--- src/rtl/turn_controller.sv ---
// rtl/turn_controller.sv - turn sequencer for the chicken-race datapath
//
// Runs the turn loop: take a tile pick from the current player, fire a
// single-cycle match-check request, then either move that player's chicken
// (match) or pass the turn (mismatch / pick timeout). Owns positions, step
// counts and win detection.
//
// Ports:
//   clk, rst                 clock, asynchronous active-high reset
//   start, N                 begin a game (IDLE/WIN only), player count - 1
//   pick_valid, pick_tile    tile pick from the current player
//   pick_ready               high while waiting for a pick (PICK)
//   same_req                 one-cycle request to the match checker
//   card_sel                 latched pick_tile
//   position_data            target cell of the current chicken
//   same_done, same_result   checker response (CHECK only)
//   T                        current player
//   statecombo_next_turn     one-cycle pulse when the turn passes (NEXT)
//   move_strobe              one-cycle pulse when a chicken moves (MOVE)
//   positions                player i cell at [4i+3:4i]
//   win, winner              game won / winning player
//   state                    IDLE=0 PICK=1 CHECK=2 MOVE=3 NEXT=4 WIN=5
module turn_controller #(
  parameter int WIN_STEPS      = 16,
  parameter int TIMEOUT_CYCLES = 0
) (
  input  logic        clk,
  input  logic        rst,
  input  logic        start,
  input  logic [1:0]  N,
  input  logic        pick_valid,
  input  logic [3:0]  pick_tile,
  output logic        pick_ready,
  output logic        same_req,
  output logic [3:0]  card_sel,
  output logic [3:0]  position_data,
  input  logic        same_done,
  input  logic        same_result,
  output logic [1:0]  T,
  output logic        statecombo_next_turn,
  output logic        move_strobe,
  output logic [15:0] positions,
  output logic        win,
  output logic [1:0]  winner,
  output logic [2:0]  state
);

  typedef enum logic [2:0] {
    S_IDLE  = 3'd0,
    S_PICK  = 3'd1,
    S_CHECK = 3'd2,
    S_MOVE  = 3'd3,
    S_NEXT  = 3'd4,
    S_WIN   = 3'd5
  } state_t;

  localparam logic [4:0]  WIN_L = 5'(WIN_STEPS);
  localparam logic [15:0] TO_L  = 16'(TIMEOUT_CYCLES);

  state_t      cur, nxt;
  logic [1:0]  n_lat;
  logic [1:0]  t_q;
  logic [3:0]  pos_q   [4];
  logic [4:0]  steps_q [4];
  logic [3:0]  card_q;
  logic [3:0]  target_q;
  logic [2:0]  dist_q;
  logic [1:0]  winner_q;
  logic        req_q;
  logic [15:0] tcnt;

  // Target search: first cell after the current chicken not held by another
  // active player. At most three other chickens exist, so d never exceeds 4.
  logic [3:0] tgt_c;
  logic [2:0] dist_c;
  logic [3:0] cand;
  logic       occ;
  logic       found;

  always_comb begin
    tgt_c  = pos_q[t_q] + 4'd1;
    dist_c = 3'd1;
    cand   = 4'd0;
    occ    = 1'b0;
    found  = 1'b0;
    for (int d = 1; d <= 4; d++) begin
      cand = pos_q[t_q] + 4'(d);
      occ  = 1'b0;
      for (int j = 0; j < 4; j++) begin
        if ((2'(j) != t_q) && (2'(j) <= n_lat) && (pos_q[j] == cand))
          occ = 1'b1;
      end
      if (!found && !occ) begin
        found  = 1'b1;
        tgt_c  = cand;
        dist_c = 3'(d);
      end
    end
  end

  // Step update for the MOVE cycle, saturating at 31.
  logic [5:0] sum_c;
  logic [4:0] steps_new;
  logic       win_hit;
  logic       timeout_hit;

  assign sum_c       = {1'b0, steps_q[t_q]} + {3'b000, dist_q};
  assign steps_new   = (sum_c > 6'd31) ? 5'd31 : sum_c[4:0];
  assign win_hit     = (steps_new >= WIN_L);
  // Counter is zero on the first PICK cycle, so the forfeit edge is the
  // one ending the TIMEOUT_CYCLES-th PICK cycle.
  assign timeout_hit = (TIMEOUT_CYCLES != 0) && ((tcnt + 16'd1) == TO_L);

  always_ff @(posedge clk or posedge rst) begin
    if (rst) cur <= S_IDLE;
    else     cur <= nxt;
  end

  always_comb begin
    nxt                  = cur;
    pick_ready           = 1'b0;
    move_strobe          = 1'b0;
    statecombo_next_turn = 1'b0;
    win                  = 1'b0;
    case (cur)
      S_IDLE:  if (start) nxt = S_PICK;
      S_PICK: begin
        pick_ready = 1'b1;
        if (pick_valid)       nxt = S_CHECK;
        else if (timeout_hit) nxt = S_NEXT;
      end
      S_CHECK: if (same_done) nxt = same_result ? S_MOVE : S_NEXT;
      S_MOVE: begin
        move_strobe = 1'b1;
        nxt = win_hit ? S_WIN : S_PICK;
      end
      S_NEXT: begin
        statecombo_next_turn = 1'b1;
        nxt = S_PICK;
      end
      S_WIN: begin
        win = 1'b1;
        if (start) nxt = S_PICK;
      end
      default: nxt = S_IDLE;
    endcase
  end

  always_ff @(posedge clk or posedge rst) begin
    if (rst) begin
      n_lat    <= 2'd0;
      t_q      <= 2'd0;
      card_q   <= 4'd0;
      target_q <= 4'd0;
      dist_q   <= 3'd0;
      winner_q <= 2'd0;
      req_q    <= 1'b0;
      tcnt     <= 16'd0;
      for (int i = 0; i < 4; i++) begin
        pos_q[i]   <= 4'(4 * i);
        steps_q[i] <= 5'd0;
      end
    end else begin
      // Request is high exactly for the first CHECK cycle.
      req_q <= (cur == S_PICK) && pick_valid;
      if ((cur == S_PICK) && !pick_valid) tcnt <= tcnt + 16'd1;
      else                                tcnt <= 16'd0;
      case (cur)
        S_IDLE, S_WIN: begin
          if (start) begin
            n_lat    <= N;
            t_q      <= 2'd0;
            winner_q <= 2'd0;
            for (int i = 0; i < 4; i++) begin
              pos_q[i]   <= 4'(4 * i);
              steps_q[i] <= 5'd0;
            end
          end
        end
        S_PICK: begin
          if (pick_valid) begin
            card_q   <= pick_tile;
            target_q <= tgt_c;
            dist_q   <= dist_c;
          end
        end
        S_MOVE: begin
          pos_q[t_q]   <= target_q;
          steps_q[t_q] <= steps_new;
          if (win_hit) winner_q <= t_q;
        end
        S_NEXT: t_q <= (t_q == n_lat) ? 2'd0 : t_q + 2'd1;
        default: ;
      endcase
    end
  end

  assign same_req      = req_q;
  assign card_sel      = card_q;
  assign position_data = target_q;
  assign T             = t_q;
  assign winner        = winner_q;
  assign state         = cur;
  assign positions     = {pos_q[3], pos_q[2], pos_q[1], pos_q[0]};

endmodule

--- config.mk ---
export PLATFORM = sky130hd
export DESIGN_NAME = turn_controller
export DESIGN_NICKNAME = d
export VERILOG_FILES = /design/src/rtl/turn_controller.sv
export SDC_FILE = /design/constraint.sdc
export NUM_CORES = 1
export LEC_CHECK = 0
export ABC_AREA = 1
export CAP_MARGIN = 40
export CORE_MARGIN = 5
export CORE_UTILIZATION = 52
export CTS_CLUSTER_DIAMETER = 80
export DETAILED_ROUTE_END_ITERATION = 12
export GPL_TIMING_DRIVEN = 0
export PLACE_DENSITY_LB_ADDON = 0.15
export SLEW_MARGIN = 15
export SYNTH_ARGS = -nofsm -noshare
export SYNTH_HDL_FRONTEND = slang
export SYNTH_SLANG_ARGS = --single-unit
--- constraint.sdc ---
create_clock -name clk -period 2.76 [get_ports clk]
set_input_delay 0.414 -clock clk [delete_from_list [all_inputs] [get_ports clk]]
set_output_delay 0.414 -clock clk [all_outputs]
set_load 0.02 [all_outputs]
==> metrics, run 1 <==
run status=finished clean; post-route ant nets=0; critical path capture point type=flop; RSZ-0062 raised after global routing=yes; synth unique cells=38; Fin Clk Skew=14.8 ps; number of synthesized flops with an enable pin=0; slew at the pin closest to its max-slew limit=713 ps; final wirelength=13.6 mm; layout cells sized above 1=20.8%; Seq cells post-synth=57; Most common cell on crit path=nand2_1; routed vias=4569; sink of the worst hold path=card_sel[0]$_DFFE_PP0P_; syn_nets=668; core box area=0.00822 mm²; Pre-antenna DRT Iters=5; io pins=48; LEAKAGE=2.76 nW; Yosys warnings=0; pin count of the biggest net entering global routing=34; gr usage total=26.8%; FF-to-FF End=position_data[3]$_DFFE_PP0P_; Hold Startpoint=card_sel[0]$_DFFE_PP0P_; PortBufs=47; fill count=692; VDD IR max=0.788 mV; Layout area overhead=31.1%; nets=745; DP Area=0.00504 mm²; gate count of the mapped netlist=643; Tmin final=2750 ps; dpl hpwl=9.93 mm; worst-path fanout max=8; root buffer cell=clkbuf_8; clock transition at the registers of the reported paths=70 ps; CP Cell Sequence=inv_4, buf_12, nand2_4, nand3_4, nand2_8, ha_4, buf_12, xnor2_4, nand2_1, nor2_1, inv_1, nor2_2, nand2_1, nand2_2, inv_2, nand2_4, nand2_4, nand2_1, nand3_2, nand2_1, nand2_1, nand2_1; max-cap viol count=0; max-slew violations=0; Final Setup Violations=0; Final Hold Fails=0; Die Y-Extent=102 µm; Remaining Overflow, GRT=0; critical path startpoint category=flop; synthesized area per cell=6.85 µm²; Worst EP required=3040 ps; worst skew pair latency=350 ps; H-tree depth=3; Synth area leader=dfrtp_1; Synth Flop Type=dfrtp_1; fmax=364 MHz; Power, Total=0.00591 W; die area=0.0104 mm²; HP Class=reg -> reg; main combinational cell family by area after synthesis=simple AND/OR/NAND/NOR gates; Die X-Extent=102 µm; final setup TNS=0 ps; share of synthesized flip-flops with an asynchronous set or reset=100%; post-synthesis simple-gate area fraction=41.7%; vias in the first global route=4293; most frequent cell after synthesis=nand2_1; Starting Density=53.6%; Syn Std Cell Area=0.00440 mm²; CTS Buf Count=9; Power Density=1020 mW/mm²; Row Count=33; WHS Path Cells=2; DRC=0; arrival time at the worst endpoint=3030 ps; n_diodes=0; clock tree buffer depth=2; r2r setup slk=10 ps; clk sink count=57; CP max stage delay=470 ps; routability cong.=1.05; Worst Reg2Reg Path Length in Cells=22; top post-synthesis cells by area=dfrtp_1, nand2_1, nand3_1; Synth Area in XOR/XNOR=2.59%; complex-gate fraction of the synthesized area=9.80%; CTS tree=yes; adder-cell share of the synthesized area=3.86%; Synth top cells by count=nand2_1, inv_1, nor2_1, nand3_1, dfrtp_1; final worst-path cycle share=99.6%; CP max-delay cell=dfrtp_2; DR iter-0 viols=299; Finished Core Util=70.3%; Slew HR=52.4%; antenna violations before repair=0; FF-to-FF Start=T[0]$_DFFE_PP0P_; critical path type=reg -> reg; first-pass GRT wire length=21.5 mm; routed length per instance=16.4 µm; sequential element share of the synthesized area=32.5%; fin area=0.00577 mm²; area share of the leading cell type in the synthesized netlist=30.1%; vias per cell=5.50; mux cell area share after synthesis=0%
cell families after synthesis:
kind of cell,Yosys count
AND/OR/NAND/NOR,384
buffers and inverters,99
AO/OA/AOI/OAI,77
flip-flops,57
XOR/XNOR,13
adder cells (fa/ha/maj),13
critical path: cells and delay by family, from the launching register on:
family,cells,cell delay (ps)
buffers and inverters,5,490
DFF,1,470
and+or+nand+nor,15,1310
adders and majority gates,1,250
xor gates and xnor gates,1,160
through the flow:
step,hold WS [ps],setup slack (ps),cells
after floorplan,448,4.89,643
after global placement,463,-454,795
after detailed placement,472,-473,796
after CTS,486,0.109,821
after global routing,506,-133,830
final,482,11.0,830
layer usage:
layer  GRT usage [%]  share of wire, %
met5               0                 0
met4            11.7               2.9
met3            4.16               5.9
met2            45.7                50
met1            33.7                41
worst max-delay path by stage:
stage / slack [ps] / cells past startpoint / startpoint / endpoint
after floorplan: 5 / 16 / T[1]$_DFFE_PP0P_ / winner[0]$_DFFE_PP0P_
after global placement: -450 / 20 / T[1]$_DFFE_PP0P_ / position_data[1]$_DFFE_PP0P_
after detailed placement: -470 / 20 / T[1]$_DFFE_PP0P_ / position_data[1]$_DFFE_PP0P_
after CTS: 0.1 / 22 / T[0]$_DFFE_PP0P_ / position_data[1]$_DFFE_PP0P_
after global routing: -130 / 22 / T[0]$_DFFE_PP0P_ / position_data[3]$_DFFE_PP0P_
final: 10 / 22 / T[0]$_DFFE_PP0P_ / position_data[3]$_DFFE_PP0P_
repair_timing:
action,4_1_cts,5_1_grt
resized for setup,37,47
setup buffers,11,10
hold buffers,0,0
cloned,0,0
pin swaps,13,26
setup endpoints to repair,28,29
cells in the final DEF (no fill, tap or decap), drive strengths merged, types with 6 or more instances in the layout:
cell type      Yosys  routed
o21ai             36      36
clkbuf             5      14
clkdlybuf4s50      0      47
nand2            229     229
xor2               7       7
ha                12      12
inv               86      85
xnor2              6       6
nor2              72      72
dfrtp             53      53
o22ai             18      18
a21oi             14      14
buf                8      29
nand3             77      77
layout make-up:
class                   instances  area (µm²)  share of cell area [%]
inverters                      86         345                    5.98
well taps                     105         131                    2.28
clock buffers                  11         151                    2.62
clock inverters                 5        77.6                    1.34
flip-flops and latches         57        1430                    24.8
repair buffers                 69         684                    11.9
multi-input cells             487        2830                    49.0
plain buffers                  10         124                    2.15
sequential cells by signal, indices dropped and copies added, names as in the netlist:
register and count:
T 2, card_sel 4, dist_q 3, n_lat 2, position_data 4, positions 16
same_req 1, state 3, steps_q 20, winner 2
report_power, final:
group          internal, W  switching (W)
Sequential         0.00103       0.000195
Combinational      0.00147        0.00232
Clock             0.000554       0.000342
Total              0.00305        0.00286
No activity file was read; power rests on OpenSTA's default activity.
==> inputs of run 2 (changes only) <==
--- a/config.mk
+++ b/config.mk
@@ -8,11 +8,13 @@
 export ABC_AREA = 1
 export CAP_MARGIN = 40
 export CORE_MARGIN = 5
-export CORE_UTILIZATION = 52
+export CORE_UTILIZATION = 55
 export CTS_CLUSTER_DIAMETER = 80
 export DETAILED_ROUTE_END_ITERATION = 12
+export DONT_BUFFER_PORTS = 1
 export GPL_TIMING_DRIVEN = 0
 export PLACE_DENSITY_LB_ADDON = 0.15
+export REMOVE_ABC_BUFFERS = 1
 export SLEW_MARGIN = 15
 export SYNTH_ARGS = -nofsm -noshare
 export SYNTH_HDL_FRONTEND = slang
==> run 2 against run 1 <==
  * Sequential power rose by 14%
  * Final cell count fell by 5.8%
  * Utilization fell by 2.1 points
  * Total power fell by 6.7%
  * Largest power group unchanged
  * Routed wire length fell by 0.31%
  * Count of clock-buffer cells in the layout did not move
  * Sequential share of layout area rose by 2.4 points
==> metrics, run 2 (same netlist as run 1, synthesis figures left out) <==
HP Class=in -> reg; Most common cell on crit path=nor2_2; vias per cell=5.67; max-cap viol count=0; critical path capture point type=flop; Int Power=0.00266 W; Switching Share=51.8%; first-pass GRT wire length=21.0 mm; n_diodes=0; LEAKAGE=2.57 nW; core box area=0.00777 mm²; Layout area overhead=20.3%; PortBufs=0; Finished Core Util=68.2%; fill count=669; routed length per instance=17.4 µm; CTS tree=yes; WHS Path Cells=2; clock tree buffer depth=2; H-tree depth=3; RSZ-0062 raised after global routing=yes; fin area=0.00530 mm²; sequential power share=25.2%; antenna violations before repair=0; DR iter-0 viols=297; Hold Startpoint=pick_tile[0]; Comb pwr share=61.6%; Row Count=32; routability cong.=0.950; critical path startpoint category=flop; Pre-antenna DRT Iters=6; WHS=194 ps; dpl hpwl=9.43 mm; arrival time at the worst endpoint=2950 ps; CP Cell Sequence=buf_4, bufbuf_16, nand2_1, a32oi_2, ha_1, a21oi_1, nor2_2, nor2_2, nor2_1, inv_1, or2_4, inv_6, nor2_2, nand2_2, o21ai_4, nand2_1, o31ai_2; slew at the pin closest to its max-slew limit=662 ps; worst-path fanout max=6; Worst Reg2Reg Path Length in Cells=17; post-route ant nets=0; Final Hold Fails=0; Die Y-Extent=99.5 µm; worst skew pair latency=330 ps; Die X-Extent=99.5 µm; CP max-delay cell=dfrtp_4; clock transition at the registers of the reported paths=70 ps; Crit path max-delay family=simple AND/OR/NAND/NOR gates; root buffer cell=clkbuf_8; area of the multi-input gates=0.00283 mm²; Tmin final=2710 ps; nets=701; Fin Clk Skew=10.0 ps; io pins=48; DP Area=0.00449 mm²; VDD IR max=0.643 mV; gr usage total=26.9%; clk sink count=57; critical path type=reg -> reg; routed vias=4437; CP max stage delay=510 ps; pin count of the biggest net entering global routing=36; max-slew violations=0; Slew HR=55.7%; final worst-path cycle share=98.0%; Seq. cell area=0.00144 mm²; max FFs per register=20; commonest non-fill, non-tap cell in the layout=nand2_1; run status=finished clean; vias in the first global route=4098; final setup TNS=0 ps; Final Setup Violations=0; FF-to-FF End=winner[1]$_DFFE_PP0P_; Starting Density=56.7%; final wirelength=13.6 mm; commonest cells after routing, fill and taps aside=nand2_1, inv_1, nand3_1; Top reg by flops=steps_q; Worst EP required=3000 ps; DRC=0; Power Density=1040 mW/mm²; FF-to-FF Start=T[0]$_DFFE_PP0P_; layout cells sized above 1=22.8%; stages on the worst setup path=17; fmax=370 MHz; CP bufs+invs=4; CTS Buf Count=9; sink of the worst hold path=card_sel[0]$_DFFE_PP0P_; die area=0.00990 mm²; Remaining Overflow, GRT=0; Psw=0.00286 W; r2r setup slk=50 ps; Clk pwr share=13.2%
[run 2: metrics by stage]
step | std cells | setup slack [ps] | power (W)
CTS | 763 | -6.31 | 0.00511
global route | 782 | -126 | 0.00590
floorplan | 630 | -328 | 0.00339
global placement | 732 | -1150 | 0.00399
finish | 782 | 54.2 | 0.00551
detailed placement | 734 | -880 | 0.00410
[run 2: final cells by class]
cell class,instances,share of cell area (%)
Clock buffer,11,2.48
Clock inverter,4,0.850
Inverter,86,7.11
Multi-Input combinational cell,488,53.5
Sequential cell,57,27.2
Tap cell,102,2.41
Timing Repair Buffer,32,6.09
Timing Repair inverter,2,0.378
[run 2: worst max path at each step]
stage | to | from
floorplan | position_data[1]$_DFFE_PP0P_ | T[0]$_DFFE_PP0P_
global placement | position_data[1]$_DFFE_PP0P_ | T[0]$_DFFE_PP0P_
detailed placement | position_data[1]$_DFFE_PP0P_ | T[1]$_DFFE_PP0P_
CTS | position_data[1]$_DFFE_PP0P_ | T[0]$_DFFE_PP0P_
global route | position_data[1]$_DFFE_PP0P_ | T[0]$_DFFE_PP0P_
finish | winner[1]$_DFFE_PP0P_ | T[0]$_DFFE_PP0P_
[run 2: what timing repair did]
item                                   in CTS  in global routing
buffers inserted                           10                 17
pin swaps                                   3                 27
hold buffers                                1                  0
resized for setup                          31                 58
endpoints found under the hold margin       1                  0
setup endpoints to repair                  30                 34
cloned                                      3                  2
[run 2: power by group through the flow]
stage | Combinational, W | Clock, W | Sequential, W
after global routing | 0.00371 | 0.000778 | 0.00141
after detailed placement | 0.00270 | 0 | 0.00140
after global placement | 0.00258 | 0 | 0.00141
final | 0.00340 | 0.000728 | 0.00139
after CTS | 0.00301 | 0.000730 | 0.00137
after floorplan | 0.00205 | 0 | 0.00134
[run 2: metal layers]
metal	up-vias	share of wire [%]	track usage [%]
met4	0	3.0	11.0
met3	35	6.7	4.84
met2	181	51	45.5
met1	2106	40	34.1
li1	2115	-	-
met5	-	0	0
[run 2: worst reg2reg max path: stages, from the launching register on]
cell and delay (ps):
dfrtp_4 510, buf_4 160, bufbuf_16 260, nand2_1 70
a32oi_2 110, ha_1 280, a21oi_1 170, nor2_2 50
nor2_2 120, nor2_1 50, inv_1 80, or2_4 140
inv_6 50, nor2_2 180, nand2_2 90, o21ai_4 120
nand2_1 100, o31ai_2 70
